`config.mk`:
```
export PLATFORM = sky130hd
export DESIGN_NAME = vga_timing_gen
export DESIGN_NICKNAME = d
export VERILOG_FILES = /design/src/rtl/vga_timing_gen.sv
export SDC_FILE = /design/constraint.sdc
export NUM_CORES = 1
export LEC_CHECK = 0
export CAP_MARGIN = 20
export CORE_ASPECT_RATIO = 0.8
export CORE_MARGIN = 3
export CORE_UTILIZATION = 59
export DETAILED_ROUTE_END_ITERATION = 10
export DONT_BUFFER_PORTS = 1
export MAX_ROUTING_LAYER = met4
export PLACE_DENSITY = 0.81
export RECOVER_POWER = 50
export SETUP_SLACK_MARGIN = 0.1
export SKIP_CTS_REPAIR_TIMING = 1
export SLEW_MARGIN = 20
export SYNTH_ARGS = -nofsm -noshare
export SYNTH_HDL_FRONTEND = slang
export SYNTH_SLANG_ARGS = --single-unit
```
`constraint.sdc`:
```
create_clock -name clock -period 4.35 [get_ports clock]
set_clock_uncertainty 0.15 [all_clocks]
set_input_delay 0.87 -clock clock [delete_from_list [all_inputs] [get_ports clock]]
set_output_delay 0.87 -clock clock [all_outputs]
set_load 0.02 [all_outputs]
```
`src/rtl/vga_timing_gen.sv`:
```
// Parametrised raster timing generator: divided pixel strobe, h/v counters,
// registered syncs/blanking, pixel coordinates, linear read address, line/frame strobes.
module vga_timing_gen #(
  parameter int   CLK_DIV  = 2,
  parameter int   H_ACTIVE = 640,
  parameter int   H_FP     = 16,
  parameter int   H_SYNC   = 96,
  parameter int   H_BP     = 48,
  parameter int   V_ACTIVE = 480,
  parameter int   V_FP     = 10,
  parameter int   V_SYNC   = 2,
  parameter int   V_BP     = 33,
  parameter logic HS_POL   = 1'b0,
  parameter logic VS_POL   = 1'b0,
  parameter int   CNT_W    = 11,
  parameter int   ADDR_W   = 19
) (
  input  logic              clock,
  input  logic              reset_n,
  input  logic              enable,
  output logic              pixel_ce,
  output logic              VGA_HS,
  output logic              VGA_VS,
  output logic              VGA_BLANK_N,
  output logic              VGA_SYNC_N,
  output logic              video_active,
  output logic [CNT_W-1:0]  pixel_x,
  output logic [CNT_W-1:0]  pixel_y,
  output logic [ADDR_W-1:0] pixel_addr,
  output logic              line_start,
  output logic              frame_start
);

  localparam int H_TOTAL = H_ACTIVE + H_FP + H_SYNC + H_BP;
  localparam int V_TOTAL = V_ACTIVE + V_FP + V_SYNC + V_BP;
  localparam int CE_W    = (CLK_DIV > 1) ? $clog2(CLK_DIV) : 1;

  localparam logic [CE_W-1:0]  CE_LAST = CE_W'(CLK_DIV - 1);
  localparam logic [CNT_W-1:0] H_LAST  = CNT_W'(H_TOTAL - 1);
  localparam logic [CNT_W-1:0] V_LAST  = CNT_W'(V_TOTAL - 1);
  localparam logic [CNT_W-1:0] H_ACT   = CNT_W'(H_ACTIVE);
  localparam logic [CNT_W-1:0] V_ACT   = CNT_W'(V_ACTIVE);
  localparam logic [CNT_W-1:0] HS_BEG  = CNT_W'(H_ACTIVE + H_FP);
  localparam logic [CNT_W-1:0] HS_END  = CNT_W'(H_ACTIVE + H_FP + H_SYNC);
  localparam logic [CNT_W-1:0] VS_BEG  = CNT_W'(V_ACTIVE + V_FP);
  localparam logic [CNT_W-1:0] VS_END  = CNT_W'(V_ACTIVE + V_FP + V_SYNC);

  logic [CE_W-1:0]   ce_cnt_q, ce_cnt_d;
  logic              run_q, run_d;
  logic [CNT_W-1:0]  h_q, h_d, v_q, v_d;
  logic [ADDR_W-1:0] addr_q, addr_d;
  logic              pce_q, pce_d, hs_q, hs_d, vs_q, vs_d, act_q, act_d;
  logic              ls_q, ls_d, fs_q, fs_d;

  logic              tick, act_nxt, fs_nxt;
  logic [CNT_W-1:0]  h_nxt, v_nxt;

  always_comb begin
    tick = (ce_cnt_q == CE_LAST);

    // run_q=0 means idle: the first strobe lands on (0,0) instead of advancing.
    h_nxt = h_q;
    v_nxt = v_q;
    if (!run_q) begin
      h_nxt = '0;
      v_nxt = '0;
    end else if (h_q == H_LAST) begin
      h_nxt = '0;
      v_nxt = (v_q == V_LAST) ? '0 : v_q + CNT_W'(1);
    end else begin
      h_nxt = h_q + CNT_W'(1);
    end
    act_nxt = (h_nxt < H_ACT) && (v_nxt < V_ACT);
    fs_nxt  = (h_nxt == '0) && (v_nxt == '0);

    ce_cnt_d = tick ? '0 : ce_cnt_q + CE_W'(1);
    run_d    = run_q;
    h_d      = h_q;
    v_d      = v_q;
    addr_d   = addr_q;
    pce_d    = 1'b0;
    hs_d     = hs_q;
    vs_d     = vs_q;
    act_d    = act_q;
    ls_d     = 1'b0;
    fs_d     = 1'b0;

    if (enable) begin
      ce_cnt_d = '0;
      run_d    = 1'b0;
      h_d      = '0;
      v_d      = '0;
      addr_d   = '0;
      hs_d     = ~HS_POL;
      vs_d     = ~VS_POL;
      act_d    = 1'b0;
    end else if (tick) begin
      run_d  = 1'b1;
      h_d    = h_nxt;
      v_d    = v_nxt;
      pce_d  = 1'b1;
      act_d  = act_nxt;
      ls_d   = (h_nxt == '0);
      fs_d   = fs_nxt;
      hs_d   = (h_nxt >= HS_BEG && h_nxt < HS_END) ? HS_POL : ~HS_POL;
      vs_d   = (v_nxt >= VS_BEG && v_nxt < VS_END) ? VS_POL : ~VS_POL;
      // Address advances on entry to each active pixel, so it stops at the last one.
      if (fs_nxt)       addr_d = '0;
      else if (act_nxt) addr_d = addr_q + ADDR_W'(1);
    end
  end

  always_ff @(posedge clock or negedge reset_n) begin
    if (!reset_n) begin
      ce_cnt_q <= '0;
      run_q    <= 1'b0;
      h_q      <= '0;
      v_q      <= '0;
      addr_q   <= '0;
      pce_q    <= 1'b0;
      hs_q     <= ~HS_POL;
      vs_q     <= ~VS_POL;
      act_q    <= 1'b0;
      ls_q     <= 1'b0;
      fs_q     <= 1'b0;
    end else begin
      ce_cnt_q <= ce_cnt_d;
      run_q    <= run_d;
      h_q      <= h_d;
      v_q      <= v_d;
      addr_q   <= addr_d;
      pce_q    <= pce_d;
      hs_q     <= hs_d;
      vs_q     <= vs_d;
      act_q    <= act_d;
      ls_q     <= ls_d;
      fs_q     <= fs_d;
    end
  end

  assign pixel_ce     = pce_q;
  assign VGA_HS       = hs_q;
  assign VGA_VS       = vs_q;
  assign video_active = act_q;
  assign VGA_BLANK_N  = act_q;
  assign VGA_SYNC_N   = 1'b0;
  assign pixel_x      = h_q;
  assign pixel_y      = v_q;
  assign pixel_addr   = addr_q;
  assign line_start   = ls_q;
  assign frame_start  = fs_q;

endmodule

```
Yosys cells after proc, flatten, opt, wreduce, memory -nomap -nowiden:

Cells that the tools add are included.

* register bits: 49
* ROM bits: 0
* output and inout port bits: 49
* memories kept: 0
* bits in latches: 0
* logic and storage cells: 63
* bits in writable memories: 0
* input bits: 3

* mux-type cells: 31
* equality and inequality tests: 2
* div/mod/pow operators: 0
* shift operators: 0
* bitwise operators: 0
* $mul: 0
* add/sub/neg operators: 4
* order comparisons: 6
* reductions and logical operators: 9

Operators with widths (count)
* 2-to-1 mux 11 bit: 9
* 2-to-1 mux 19 bit: 4
* adder 11 x 1 -> 11 bit (second input constant): 2
* == test 11 x 10 -> 1 bit (second input constant): 2
* logical NOT 11 bit: 2
* less-than comparator 11 x 10 -> 1 bit (second input constant): 2
* less-than comparator 11 x 9 -> 1 bit (second input constant): 2
* adder 19 x 1 -> 19 bit (second input constant): 1
* 2-to-1 mux 1 bit: 18
* greater-or-equal comparator 11 x 10 -> 1 bit (second input constant): 1
* greater-or-equal comparator 11 x 9 -> 1 bit (second input constant): 1
* logical AND 1 bit: 4
* nonzero test 3 bit: 1
* AND reduction 2 bit: 1
* nonzero test 2 bit: 1
* adder 1 bit (second input constant): 1

Longest topological paths before layout:

* depth in word-level cells: 10
* mapped depth: 11
* gate-level depth less buffers: 10

Worst setup path before layout:

Ideal clock, no wire load.

* path type: reg2reg
* start: reg h_q[1] (netlist: pixel_x[1])
* end: reg addr_q[17] (netlist: pixel_addr[17])
* path slack: 768 ps
* cell stages (with the launch flop): 10
* setup time: 101 ps
* period minus slack after synthesis: 3582 ps
* buffers on the path: 0
* data arrival time: 3331 ps
* data required time: 4099 ps
* path through: dfrtp_1 -> ha_1 -> nand4_1 -> or4_4 -> or4_4 -> nand4b_2 -> o211ai_4 -> or4_1 -> or3_1 -> o32ai_1

* word-level cells in the longest chain between the ends: 8
* elaborated cells between the ends (all ways): 17
* classes of those cells: add/sub (1); order compare (2); eq/ne (1); mux (7); reduce/logical (6)

Ends and longest elaborated chain
* start: declaration: RTL line 50 `logic [CNT_W-1:0] h_q, h_d, v_q, v_d;`
* start signal: assignment: RTL line 117 `h_q <= '0;`
* start signal: assignment: RTL line 129 `h_q <= h_d;`
* branches (longest 8 deep; another with adder 11 x 1 -> 11 bit)
* end signal: assignment: RTL line 131 `addr_q <= addr_d;`
* end: declaration: RTL line 51 `logic [ADDR_W-1:0] addr_q, addr_d;`

Parallel ways; which one is timed is not known. The select of a mux whose other input is x is not followed.
A chain may end at the register's enable or synchronous reset.

Worst setup path in the final report:

* start: reg v_q[0] (netlist: pixel_y[0])
* end: reg addr_q[18] (netlist: pixel_addr[18])

* word-level cells in the longest chain between the ends: 9
* elaborated cells between the ends (all ways): 14
* classes of those cells: add/sub (1); order compare (1); eq/ne (1); mux (6); reduce/logical (5)

Ends and longest elaborated chain
* start: declaration: RTL line 50
* start signal: assignment: RTL line 130 `v_q <= v_d;`
* adder 11 x 1 -> 11 bit or == test 11 x 10 -> 1 bit (tied branches): RTL line 69 `v_nxt = (v_q == V_LAST) ? '0 : v_q + CNT_W'(1);`
* 2-to-1 mux 11 bit: RTL line 69
* 2-to-1 mux 11 bit (*): RTL line 67 `end else if (h_q == H_LAST) begin`
* 2-to-1 mux 11 bit (*): RTL line 64 `if (!run_q) begin`
* branches (longest 5 deep; another with less-than comparator 11 x 9 -> 1 bit)

Mark *: on every way between the ends. The select of a mux whose other input is x is not followed.

==> reports/results.tsv <==
metric	value	unit
grt_max_degree	50	
synth_flop_cell	dfrtp_1	
cts_buffers	5	
mostFrequentLayoutCells	dfrtp_1 (47), nand2_1 (39), nor2_1 (35)	
drc	0	
final.min_clock_period	3.74	ns
diodes	0	
start_kind	flip-flop	
io_pins	52	
synth_top_area_frac	0.350	
rows	23	
nets	402	
drt_iter0_drc	225	
path_clk_slew	0.10	ns
cts_root_buf	clkbuf_8	
yosysSeqAreaShare	0.366	
setup_viol	0	
final_common_cell	dfrtp_1	
slew_headroom	0.490	
synthTopCellsByArea	dfrtp_1 (35%), a21oi_1 (4.9%), nand2_1 (4.4%)	
synth-seq-cells	49	
gp_congestion	0.905	
cts.sinks	49	
via_per_inst	6.61	
cpMaxStageDelayCell	or4_4	
max_freq	267	MHz
finalHoldViolCount	0	
grt_overflow_total	0	
fin_cells	471	
postPlaceCellArea	3370	sq um
die_w	90.3	microns
grt_pass1_vias	2770	
place.port_buffers	0	
hpwl	5780	microns
clk_latency	0.32	ns
worstPathMaxFanout	8	
rsz0062_at_grt	false	
synthArstFlopShare	1.00	
h-tree-depth	2	
synth-warning-count	0	
synth_area	3360	sq um
core-area	5240	sq um
place_inst	463	
cap_violations	0	
irDropWorstVdd	0.000130	V
drive_gt1_frac	0.0783	
worstSetupPathType	reg2reg	
clockBufferDepth	2	
grt_first_pass_wirelength	14000	microns
netlist_instances	411	
period_share	0.860	
vias	3115	
status	finished clean	
area_growth	4.14	%
p_per_area	245	nW/um^2
wl_per_cell	18.0	microns
start_util	0.641	
synth_fp_nets	418	
num-fill-cells	436	
synth.largest_area_cell	dfrtp_1	
p_leak	0.00127	uW
first_pass_iters	5	
grt_util_all_layers	0.270	
seq_area	1230	sq um
drt-total-wl	8480	microns
slew_violations	0	
critPathCaptureType	flip-flop	
die-area	6630	sq um
crit_required	4.42	ns
hold_path.class	in2async	
cts_tree	done	
yosysUniqueCellTypes	61	
cpMostUsedCell	or4_4	
cp_cell_sequence	ha_1 > nand4_1 > or4_4 > or4_4 > nand4b_2 > o211ai_4 > or4_1 > or3_1 > o32ai_1	
stdcell_area	3490	sq um
avgSynthCellArea	8.16	sq um
cp_slowest_stage_delay	0.58	ns
cp.arrival	3.81	ns
ant_nets	0	
setup_tns	0	ns
die_h	73.5	microns
synth_edf_count	0	
multi_input_area	1960	sq um
tightest_slew	0.765	ns
antenna_found_initial	0	
==> sequential cells by signal (all words and copies together) (netlist names) <==
| name | cells |
|---|---|
| pixel_y | 11 |
| run_q | 1 |
| ce_cnt_q | 1 |
| pixel_addr | 19 |
| pixel_x | 11 |
| frame_start | 1 |
| VGA_VS | 1 |
| VGA_BLANK_N | 1 |
| line_start | 1 |
| pixel_ce | 1 |
| VGA_HS | 1 |
==> synthesized netlist by cell type (4+ instances only) <==
library cell	count
o31ai_1	7
dfrtp_1	47
nor3_1	13
nand3b_1	4
and3_1	8
nor4_1	9
a21oi_1	33
nand4b_1	9
inv_1	13
or4_1	6
ha_1	4
or2_2	5
nand3_1	26
a21boi_0	4
mux2i_1	4
xor2_1	6
nor2_1	35
or3_1	11
clkbuf_1	24
nand4_1	9
xnor2_1	4
nand2_1	39
o21ai_0	19
a31oi_1	9
o32ai_1	8
nand2b_1	4
==> routing by layer <==
metal  vias up  wire length (microns)  track usage
li1       1505                      -            -
met1      1475                   3930        0.370
met2       126                   3880        0.408
met3         9                    578       0.0532
met4         0                     82       0.0849
met5         -                      0            -
==> worst max-delay path: cells and delay by family (launching register included) <==
| family | cells | cell delay [ns] |
|---|---|---|
| DFF | 1 | 0.57 |
| and+or+nand+nor | 6 | 2.36 |
| adders and majority gates | 1 | 0.32 |
| AOI/OAI and AO/OA | 2 | 0.24 |
==> cell type report <==
class	count	area share
Clock buffer	6	0.0208
Clock inverter	2	0.0100
Inverter	15	0.0161
Multi-Input combinational cell	318	0.562
Sequential cell	49	0.352
Tap cell	75	0.0269
Timing Repair Buffer	6	0.0129
==> metrics by stage <==
stage                     power, uW   util  hold slack [ns]  setup slack, ns
after floorplan                 521      -            0.420            0.768
after global routing            882  0.667           0.0712            0.371
after detailed placement        531  0.644            0.426            0.305
final                           855  0.667           0.0842            0.608
after global placement          530  0.644            0.426            0.478
after CTS                       859  0.665           0.0818            0.262
==> final timing paths <==
| check | depth (start not counted) | slack (ns) | from | end |
|---|---|---|---|---|
| min in group clock | 2 | 0.45 | VGA_VS$_DFFE_PN1N_ | VGA_VS$_DFFE_PN1N_ |
| max in group asynchronous | 0 | 3.77 | reset_n | VGA_HS$_DFFE_PN1N_ |
| hold / removal | 0 | 0.08 | reset_n | pixel_addr[17]$_DFFE_PN0P_ |
| hold reg to reg | 2 | 0.45 | VGA_VS$_DFFE_PN1N_ | VGA_VS$_DFFE_PN1N_ |
| setup / recovery | 9 | 0.61 | pixel_y[0]$_DFFE_PN0N_ | pixel_addr[18]$_DFFE_PN0P_ |
| setup reg to reg | 9 | 0.61 | pixel_y[0]$_DFFE_PN0N_ | pixel_addr[18]$_DFFE_PN0P_ |
==> cells by family after synthesis <==
| group | after synthesis | synth area share |
|---|---|---|
| simple gates | 196 | 0.323 |
| compound gates | 103 | 0.203 |
| flops | 49 | 0.366 |
| buf+inv | 44 | 0.0541 |
| xor+xnor | 10 | 0.0261 |
| fa+ha+maj | 4 | 0.0149 |
| mux | 4 | 0.0119 |
| other cells | 1 | 0.00112 |
==> report_power, final <==
| part | internal (uW) | leakage (uW) | switching [uW] | total (uW) |
|---|---|---|---|---|
| Combinational | 15.0 | 0.000547 | 35.3 | 50.3 |
| Clock | 171 | 0.0000552 | 161 | 332 |
| Sequential | 459 | 0.000672 | 14.0 | 473 |
Power figures use the tool's default switching activity.
